[src/rtl/timing_control.sv]
// timing_control: sequence counter, T-state decoder and S/IEN/R control flip-flops
module timing_control #(
    parameter int SC_WIDTH = 4,
    parameter int NUM_T    = 16
) (
    input  logic                clk,
    input  logic                reset,
    input  logic                start,
    input  logic                hlt,
    input  logic                sc_clr,
    input  logic                ion,
    input  logic                iof,
    input  logic                fgi,
    input  logic                fgo,
    output logic [NUM_T-1:0]    t,
    output logic [SC_WIDTH-1:0] sc_value,
    output logic                s_out,
    output logic                ien_out,
    output logic                r_out
);
    logic [SC_WIDTH-1:0] r_sc;
    logic                r_s;
    logic                r_ien;
    logic                r_r;
    logic                w_rt2;
    logic                w_r_set;
    logic [SC_WIDTH-1:0] w_sc_next;
    logic                w_ien_next;

    // R.T2 is the last interrupt-cycle state; it overrides sc_clr and ion/iof
    assign w_rt2   = r_r && (r_sc == SC_WIDTH'(2));
    assign w_r_set = !r_r && r_s && (r_sc > SC_WIDTH'(2)) && r_ien && (fgi || fgo);

    // next-state selection for SC and IEN, highest priority first
    always_comb begin
        w_sc_next  = w_rt2 ? '0 : sc_clr ? '0 : r_s ? r_sc + SC_WIDTH'(1) : r_sc;
        w_ien_next = w_rt2 ? 1'b0 : r_r ? r_ien : iof ? 1'b0 : ion ? 1'b1 : r_ien;
    end

    // control state registers, cleared asynchronously
    always_ff @(posedge clk or negedge reset) begin
        if (!reset) begin
            r_sc  <= '0;
            r_s   <= 1'b0;
            r_ien <= 1'b0;
            r_r   <= 1'b0;
        end else begin
            r_sc  <= w_sc_next;
            r_s   <= hlt ? 1'b0 : start ? 1'b1 : r_s;
            r_ien <= w_ien_next;
            r_r   <= w_rt2 ? 1'b0 : w_r_set ? 1'b1 : r_r;
        end
    end

    assign t        = NUM_T'(1) << r_sc;
    assign sc_value = r_sc;
    assign s_out    = r_s;
    assign ien_out  = r_ien;
    assign r_out    = r_r;
endmodule
[config.mk]
export PLATFORM = sky130hd
export DESIGN_NAME = timing_control
export DESIGN_NICKNAME = d
export VERILOG_FILES = /design/src/rtl/timing_control.sv
export SDC_FILE = /design/constraint.sdc
export NUM_CORES = 1
export LEC_CHECK = 0
export ABC_AREA = 1
export BUFFER_PORTS_ARGS = -buffer_cell sky130_fd_sc_hd__buf_4
export CELL_PAD_IN_SITES_DETAIL_PLACEMENT = 2
export CELL_PAD_IN_SITES_GLOBAL_PLACEMENT = 2
export CORE_MARGIN = 2
export CORE_UTILIZATION = 21
export CTS_CLUSTER_SIZE = 25
export DETAILED_ROUTE_END_ITERATION = 8
export GPL_TIMING_DRIVEN = 0
export PLACE_DENSITY_LB_ADDON = 0.1
export SLEW_MARGIN = 20
export SYNTH_ARGS = -nofsm -noshare
export SYNTH_HDL_FRONTEND = slang
export SYNTH_SLANG_ARGS = --single-unit
[constraint.sdc]
create_clock -name clk -period 3.04 [get_ports clk]
set_clock_uncertainty 0.05 [all_clocks]
set_input_delay 0.456 -clock clk [delete_from_list [all_inputs] [get_ports clk]]
set_output_delay 0.456 -clock clk [all_outputs]
set_load 0.01 [all_outputs]
==> flow_metrics.py, run 1 <==
metrics = {
    "logic_synthesis": {
        "synth_top_cell_by_area": "sky130_fd_sc_hd__dfrtp_1",
        "post_synth.cell_area_avg_um2": 6.546,
        "synth_warnings": 0,
        "syn_nets": 97,
        "synth.lib_cells_used.distinct": 14,
        "syn_area_um2": 536.8,
        "cell_count_after_synthesis": 82,
        "synth_top_cells_by_area": "sky130_fd_sc_hd__dfrtp_1, sky130_fd_sc_hd__ha_1, sky130_fd_sc_hd__nor2_1",
        "synth_top_cell_area_share_pct": 32.63,
        "ys_seq_area_share_pct": 32.63,
        "number_of_synthesized_register_bits": 7,
    },
    "timing": {
        "finalWorstPathRequiredPeriod_ps": 1916,
        "worst-slew-pin-transition_ps": 262.2,
        "finalSetupTns_ps": 0,
        "finalSetupViolations": 0,
        "clock.fmax_ghz": 0.5218,
        "min_setup_slack_post_route_ps": 1124,
        "timing.max_slew.rel_slack_pct": 82.52,
        "finalCritPeriodShare_pct": 63.04,
        "final_hold_slack_ps": 300.2,
        "final_max_slew_viol_count": 0,
        "setup_repair_after_global_routing_missed_its_margin": "no",
        "hold_viol_final": 0,
    },
    "placed_design": {
        "gpl.final_weighted_congestion": 0.6429,
        "port_buffers": 31,
        "numPlacedInstances": 143,
        "dp_hpwl_mm": 1.366,
        "pre_cts_slack_ps": 1381,
    },
    "critical_path": {
        "worst_path_max_delay_cell": "sky130_fd_sc_hd__dfrtp_1",
        "crit_path_cell_trace": "inv_1 > ha_1 > inv_1 > nor3_1 > buf_4",
        "timing.critical_path.buf_inv": 3,
        "critical_path.max_fanout": 5,
        "delay_of_the_slowest_critical_path_stage_ps": 430,
        "timing.critical_path.from_type": "register",
        "cp.arrival_ps": 1410,
        "worstSetupEndpointType": "primary output",
        "critical_path.most_common_cell": "sky130_fd_sc_hd__inv_1",
        "cp_top_family": "flip-flops",
        "required_ps": 2530,
        "worst-setup-path-type": "register to primary output",
    },
    "global_route": {
        "grt_start_max_net_pins": 11,
        "globalRouteOverflowTotal": 0,
        "grt_use_total_pct": 11.98,
        "first_global_vias": 576,
        "grt_pass1_wl_mm": 2.525,
        "antenna_found_initial": 0,
    },
    "cts": {
        "cts_buffers": 3,
        "clkSlewWorstSetupHoldPaths_ps": 50,
        "cts_repair_resize_count": 0,
        "cts_post_setup_buffers_inserted": 0,
        "clk_latency_ps": 250,
        "tritoncts_clock_tree": "done",
        "cts-htree-levels": 1,
        "clock_tree_sinks": 7,
        "clock_root_cell": "sky130_fd_sc_hd__clkbuf_4",
        "cts.path.max_buffers": 2,
        "cts-hold-fix-buffers": 1,
    },
    "floorplanning": {
        "rows": 18,
        "start_util_pct": 21.87,
        "die_height_um": 54.56,
        "die_w_um": 54.56,
        "placeable_core_region_um2": 2455,
        "design.die.area_um2": 2976,
        "design.portCount": 32,
    },
    "pwr": {
        "p_leak_nw": 0.4891,
        "totalPowerFinal_w": 0.0003094,
        "power.switching_w": 0.0001011,
        "pwr-share-clk_pct": 27.6,
        "max-vdd-ir-drop_uv": 216.0,
        "power.combinational.fraction_pct": 31.5,
        "internal_power_w": 0.0002083,
        "power_density_nw_per_um2": 366.9,
        "sw_frac_of_total_pct": 32.69,
        "power_frac_seq_pct": 40.8,
    },
    "detailed_routing": {
        "finalWirelength_mm": 1.581,
        "antenna_nets_post_route": 0,
        "avgViaCountPerCell": 4.135,
        "drt_iter0_drc": 2,
        "drcViolationCount": 0,
        "vias": 612,
        "avgRoutedWirePerCell_um": 10.68,
        "routed.top_layer": "met4",
        "routedLengthMet1_um": 657,
        "drt_pass1_iterations": 3,
        "met3_wl_post_dr_um": 74,
        "detailroute.wirelength.met2_um": 839,
    },
    "final_layout": {
        "area.sequential_um2": 175.2,
        "n_antenna_cell": 0,
        "n_fill_cell": 336,
        "area_growth_syn_to_layout_pct": 57.11,
        "finalNonFillerCells": 148,
        "post_route_cells_drive_above_1_share_pct": 32.20,
        "final_net_count": 134,
        "area_used_by_multi_input_combinational_logic_um2": 279.0,
        "most_frequent_standard_cell_in_the_layout_excluding_fill_and_tap_cells": "sky130_fd_sc_hd__buf_4",
        "commonest_cells_after_routing_fill_and_taps_aside": "sky130_fd_sc_hd__buf_4, sky130_fd_sc_hd__nor2_1, sky130_fd_sc_hd__inv_1",
    },
    "run": {
        "maxCapViolCount": 0,
    },
    "hold_path": {
        "worst_hold_path_type": "primary input to register",
    },
    "run_status": {
        "status": "finished clean",
    },
}
==> synthesized netlist by cell type <==
master	instances
sky130_fd_sc_hd__a21oi_1	2
sky130_fd_sc_hd__buf_6	1
sky130_fd_sc_hd__dfrtp_1	7
sky130_fd_sc_hd__ha_1	6
sky130_fd_sc_hd__inv_1	18
sky130_fd_sc_hd__inv_2	1
sky130_fd_sc_hd__nand2_1	16
sky130_fd_sc_hd__nand2_2	1
sky130_fd_sc_hd__nand3_1	1
sky130_fd_sc_hd__nor2_1	19
sky130_fd_sc_hd__nor2_2	1
sky130_fd_sc_hd__nor3_1	6
sky130_fd_sc_hd__o21ai_0	1
sky130_fd_sc_hd__o21ai_1	2
==> metal layers <==
layer | track usage [%] | vias to the layer above
met4 | 6.250 | 0
met5 | 0 | -
met1 | 14.31 | 277
li1 | - | 314
met3 | 0.8197 | 2
met2 | 21.29 | 19
==> power by group through the flow <==
stage	clock network [W]	logic, W	registers [W]
floorplan	0	0.0000390	0.000134
global placement	0	0.0000960	0.000129
detailed placement	0	0.0000994	0.000129
CTS	0.0000905	0.000101	0.000127
global route	0.0000911	0.000112	0.000129
finish	0.0000855	0.0000976	0.000126
==> sequential cells by signal, indices dropped and copies added (netlist names) <==
register / flops
r_out: 1
sc_value: 4
s_out: 1
ien_out: 1
==> worst reg2reg max path, cell delays in order (launching register included) <==
cell                      delay (ps)
sky130_fd_sc_hd__dfrtp_1         450
sky130_fd_sc_hd__ha_1            240
sky130_fd_sc_hd__ha_1            290
sky130_fd_sc_hd__o21ai_1         150
sky130_fd_sc_hd__inv_1            50
sky130_fd_sc_hd__nor2_1          100
==> worst paths after layout <==
check                                         from                 endpoint  slack (ps)  cells after the start
setup reg to reg           sc_value[1]$_DFFE_PN0P_  sc_value[2]$_DFFE_PN0P_        1650                      5
max in group asynchronous                    reset  sc_value[2]$_DFFE_PN0P_        2320                      2
setup / recovery           sc_value[0]$_DFFE_PN0P_                    t[14]        1120                      5
min in group asynchronous                    reset      ien_out$_DFFE_PN0P_         500                      2
hold / removal                                 hlt        s_out$_DFFE_PN0P_         300                      2
hold reg to reg                  r_out$_DFFE_PN0P_        r_out$_DFFE_PN0P_         540                      2
==> metrics by stage <==
stage | cell area (µm²) | utilization, %
floorplan | 536.8 | -
detailed placement | 807.0 | 32.87
CTS | 843.3 | 34.35
global placement | 807.0 | 32.87
global route | 843.3 | 34.35
finish | 843.3 | 34.35
==> cell families (layout without fill, tap and decap cells) <==
group / Yosys count / after routing / synth area share (%)
compound gates: 5 / 5 / 4.661
fa+ha+maj: 6 / 6 / 13.99
buf+inv: 20 / 56 / 15.38
flops: 7 / 7 / 32.63
simple gates: 44 / 44 / 33.33
==> cell type report <==
cell class	instances	area share (%)
Sequential cell	7	20.77
Inverter	19	8.457
Clock buffer	4	3.116
Timing Repair Buffer	32	28.78
Buffer	1	1.335
Tap cell	30	4.451
Multi-Input combinational cell	55	33.09
(Power assumes the default switching activity.)
==> run 2: changes to the inputs <==
--- a/config.mk
+++ b/config.mk
@@ -10,7 +10,7 @@
 export CELL_PAD_IN_SITES_DETAIL_PLACEMENT = 2
 export CELL_PAD_IN_SITES_GLOBAL_PLACEMENT = 2
 export CORE_MARGIN = 2
-export CORE_UTILIZATION = 21
+export CORE_UTILIZATION = 18
 export CTS_CLUSTER_SIZE = 25
 export DETAILED_ROUTE_END_ITERATION = 8
 export GPL_TIMING_DRIVEN = 0
==> constraint.sdc (replaced) <==
create_clock -name clk -period 1.6 [get_ports clk]
set_clock_uncertainty 0.05 [all_clocks]
set_input_delay 0.24 -clock clk [delete_from_list [all_inputs] [get_ports clk]]
set_output_delay 0.24 -clock clk [all_outputs]
set_load 0.01 [all_outputs]
==> flow_metrics.py, run 2 (synthesis results as in run 1) <==
metrics = {
    "run_status": {
        "status": "finished, violations left",
        "failed_checks": "DRC",
    },
    "floorplanning": {
        "placeable_core_region_um2": 2805,
        "start_util_pct": 19.13,
        "die_w_um": 58.61,
        "design.die.area_um2": 3435,
        "rows": 19,
        "die_height_um": 58.61,
        "design.portCount": 32,
    },
    "cts": {
        "clkSlewWorstSetupHoldPaths_ps": 50,
        "clock_root_cell": "sky130_fd_sc_hd__clkbuf_4",
        "cts.path.max_buffers": 2,
        "cts-htree-levels": 1,
        "clk_latency_ps": 250,
        "clock_tree_sinks": 7,
        "tritoncts_clock_tree": "done",
        "cts_buffers": 3,
    },
    "detailed_routing": {
        "finalWirelength_mm": 1.968,
        "antenna_nets_post_route": 0,
        "drcViolationCount": 3,
        "avgRoutedWirePerCell_um": 12.38,
        "drt_pass1_iterations": 6,
        "vias": 680,
        "drt_iter0_drc": 16,
        "avgViaCountPerCell": 4.277,
    },
    "run": {
        "maxCapViolCount": 0,
    },
    "global_route": {
        "grt_use_total_pct": 11.38,
        "grt_start_max_net_pins": 11,
        "antenna_found_initial": 0,
        "first_global_vias": 658,
        "grt_pass1_wl_mm": 2.939,
        "globalRouteOverflowTotal": 0,
    },
    "critical_path": {
        "critical_path.max_fanout": 4,
        "worstSetupEndpointType": "primary output",
        "required_ps": 1310,
        "worst-setup-path-type": "register to primary output",
        "cp.arrival_ps": 1300,
        "timing.critical_path.from_type": "register",
    },
    "final_layout": {
        "final_net_count": 144,
        "post_route_cells_drive_above_1_share_pct": 62.50,
        "commonest_cells_after_routing_fill_and_taps_aside": "sky130_fd_sc_hd__buf_4, sky130_fd_sc_hd__nand2_1, sky130_fd_sc_hd__nor2_1",
        "most_frequent_standard_cell_in_the_layout_excluding_fill_and_tap_cells": "sky130_fd_sc_hd__buf_4",
        "largest_reg_flops": 4,
        "area_growth_syn_to_layout_pct": 103.3,
        "finalInstanceArea_um2": 1091,
        "n_antenna_cell": 0,
    },
    "timing": {
        "setup_repair_after_global_routing_missed_its_margin": "yes",
        "timing.max_slew.rel_slack_pct": 80.93,
        "finalSetupViolations": 0,
        "hold_viol_final": 0,
        "clock.fmax_ghz": 0.6295,
        "final_max_slew_viol_count": 0,
        "worst-slew-pin-transition_ps": 286.0,
        "finalCritPeriodShare_pct": 99.28,
        "finalWorstPathRequiredPeriod_ps": 1589,
    },
    "placed_design": {
        "postPlaceCellArea_um2": 808.3,
        "gpl.final_weighted_congestion": 0.7173,
        "port_buffers": 31,
        "dp_hpwl_mm": 1.442,
    },
    "pwr": {
        "max-vdd-ir-drop_uv": 341.6,
        "p_leak_nw": 0.5413,
        "power_density_nw_per_um2": 595.1,
        "totalPowerFinal_w": 0.0006493,
    },
    "hold_path": {
        "worst_hold_path_type": "primary input to register",
    },
}
==> run 2: cell count changes in the layout (fill, tap and decap cells not counted), moves of 4 or more <==
cell | before | now
sky130_fd_sc_hd__inv_2 | 1 | 5
sky130_fd_sc_hd__dfrtp_2 | 0 | 4
sky130_fd_sc_hd__nor3_1 | 6 | 0
sky130_fd_sc_hd__ha_1 | 6 | 1
sky130_fd_sc_hd__ha_4 | 0 | 5
sky130_fd_sc_hd__nor3_2 | 0 | 5
sky130_fd_sc_hd__nor2_1 | 19 | 12
sky130_fd_sc_hd__dfrtp_1 | 7 | 3
sky130_fd_sc_hd__nor2_2 | 1 | 7
sky130_fd_sc_hd__buf_4 | 31 | 37
sky130_fd_sc_hd__inv_1 | 18 | 10
==> run 2: final timing paths <==
check                                   startpoint                       to  slack [ps]  depth (start not counted)
hold / removal                                 hlt        s_out$_DFFE_PN0P_          90                          2
max in group asynchronous                    reset  sc_value[1]$_DFFE_PN0P_        1080                          2
setup / recovery           sc_value[0]$_DFFE_PN0P_                    t[11]          10                          5
hold reg to reg                  r_out$_DFFE_PN0P_        r_out$_DFFE_PN0P_         540                          2
min in group asynchronous                    reset  sc_value[2]$_DFFE_PN0P_         280                          2
setup reg to reg           sc_value[1]$_DFFE_PN0P_        r_out$_DFFE_PN0P_         270                          8
==> run 2: cell type report <==
cell class	count	area (µm²)
Fill cell	330	1714
Multi-Input combinational cell	55	405.4
Timing Repair Buffer	42	341.6
Sequential cell	7	180.2
Inverter	19	83.83
Tap cell	31	38.79
Clock buffer	4	26.28
Buffer	1	15.01
==> run 2: timing repair <==
action	in CTS	in global routing
hold buffers	1	0
resized for setup	12	36
buffers inserted	4	6
pin swaps	0	4
endpoints found under the hold margin	7	0
setup endpoints to repair	16	15
==> run 2: worst max-delay path: stages (launching register included) <==
cell and delay (ps):
sky130_fd_sc_hd__dfrtp_2 460, sky130_fd_sc_hd__ha_4 200, sky130_fd_sc_hd__ha_4 160, sky130_fd_sc_hd__nand2_1 50
sky130_fd_sc_hd__inv_1 40, sky130_fd_sc_hd__buf_4 130
==> run 2: power by group <==
group	total, W	internal, W	switching [W]
sequential	0.000247	0.000209	0.0000379
clock	0.000162	0.0000953	0.0000668
combinational	0.000240	0.000123	0.000116
total	0.000649	0.000428	0.000221
==> run 2: metrics by stage <==
step           setup WS [ps]  TNS [ps]  hold WS (ps)  utilization [%]  std cells
5_1_grt               -60.71    -347.5         87.02            38.89        159
4_1_cts               -33.72    -120.8         76.95            32.65        153
3_3_place_gp           149.9         0         9.615            28.81        144
2_1_floorplan          244.2         0        -105.6                -         82
3_5_place_dp           107.9         0         8.941            28.81        144
6_report               11.47         0         87.38            38.89        159
==> run 2: metal layers <==
layer  track usage [%]  vias to the layer above  part of all wire [%]
met5                 0                        -                     0
met4             4.870                        0                  0.76
met3             1.319                        4                   5.3
met2             18.30                       20                    50
met1             15.41                      321                    44
li1                  -                      335                     -
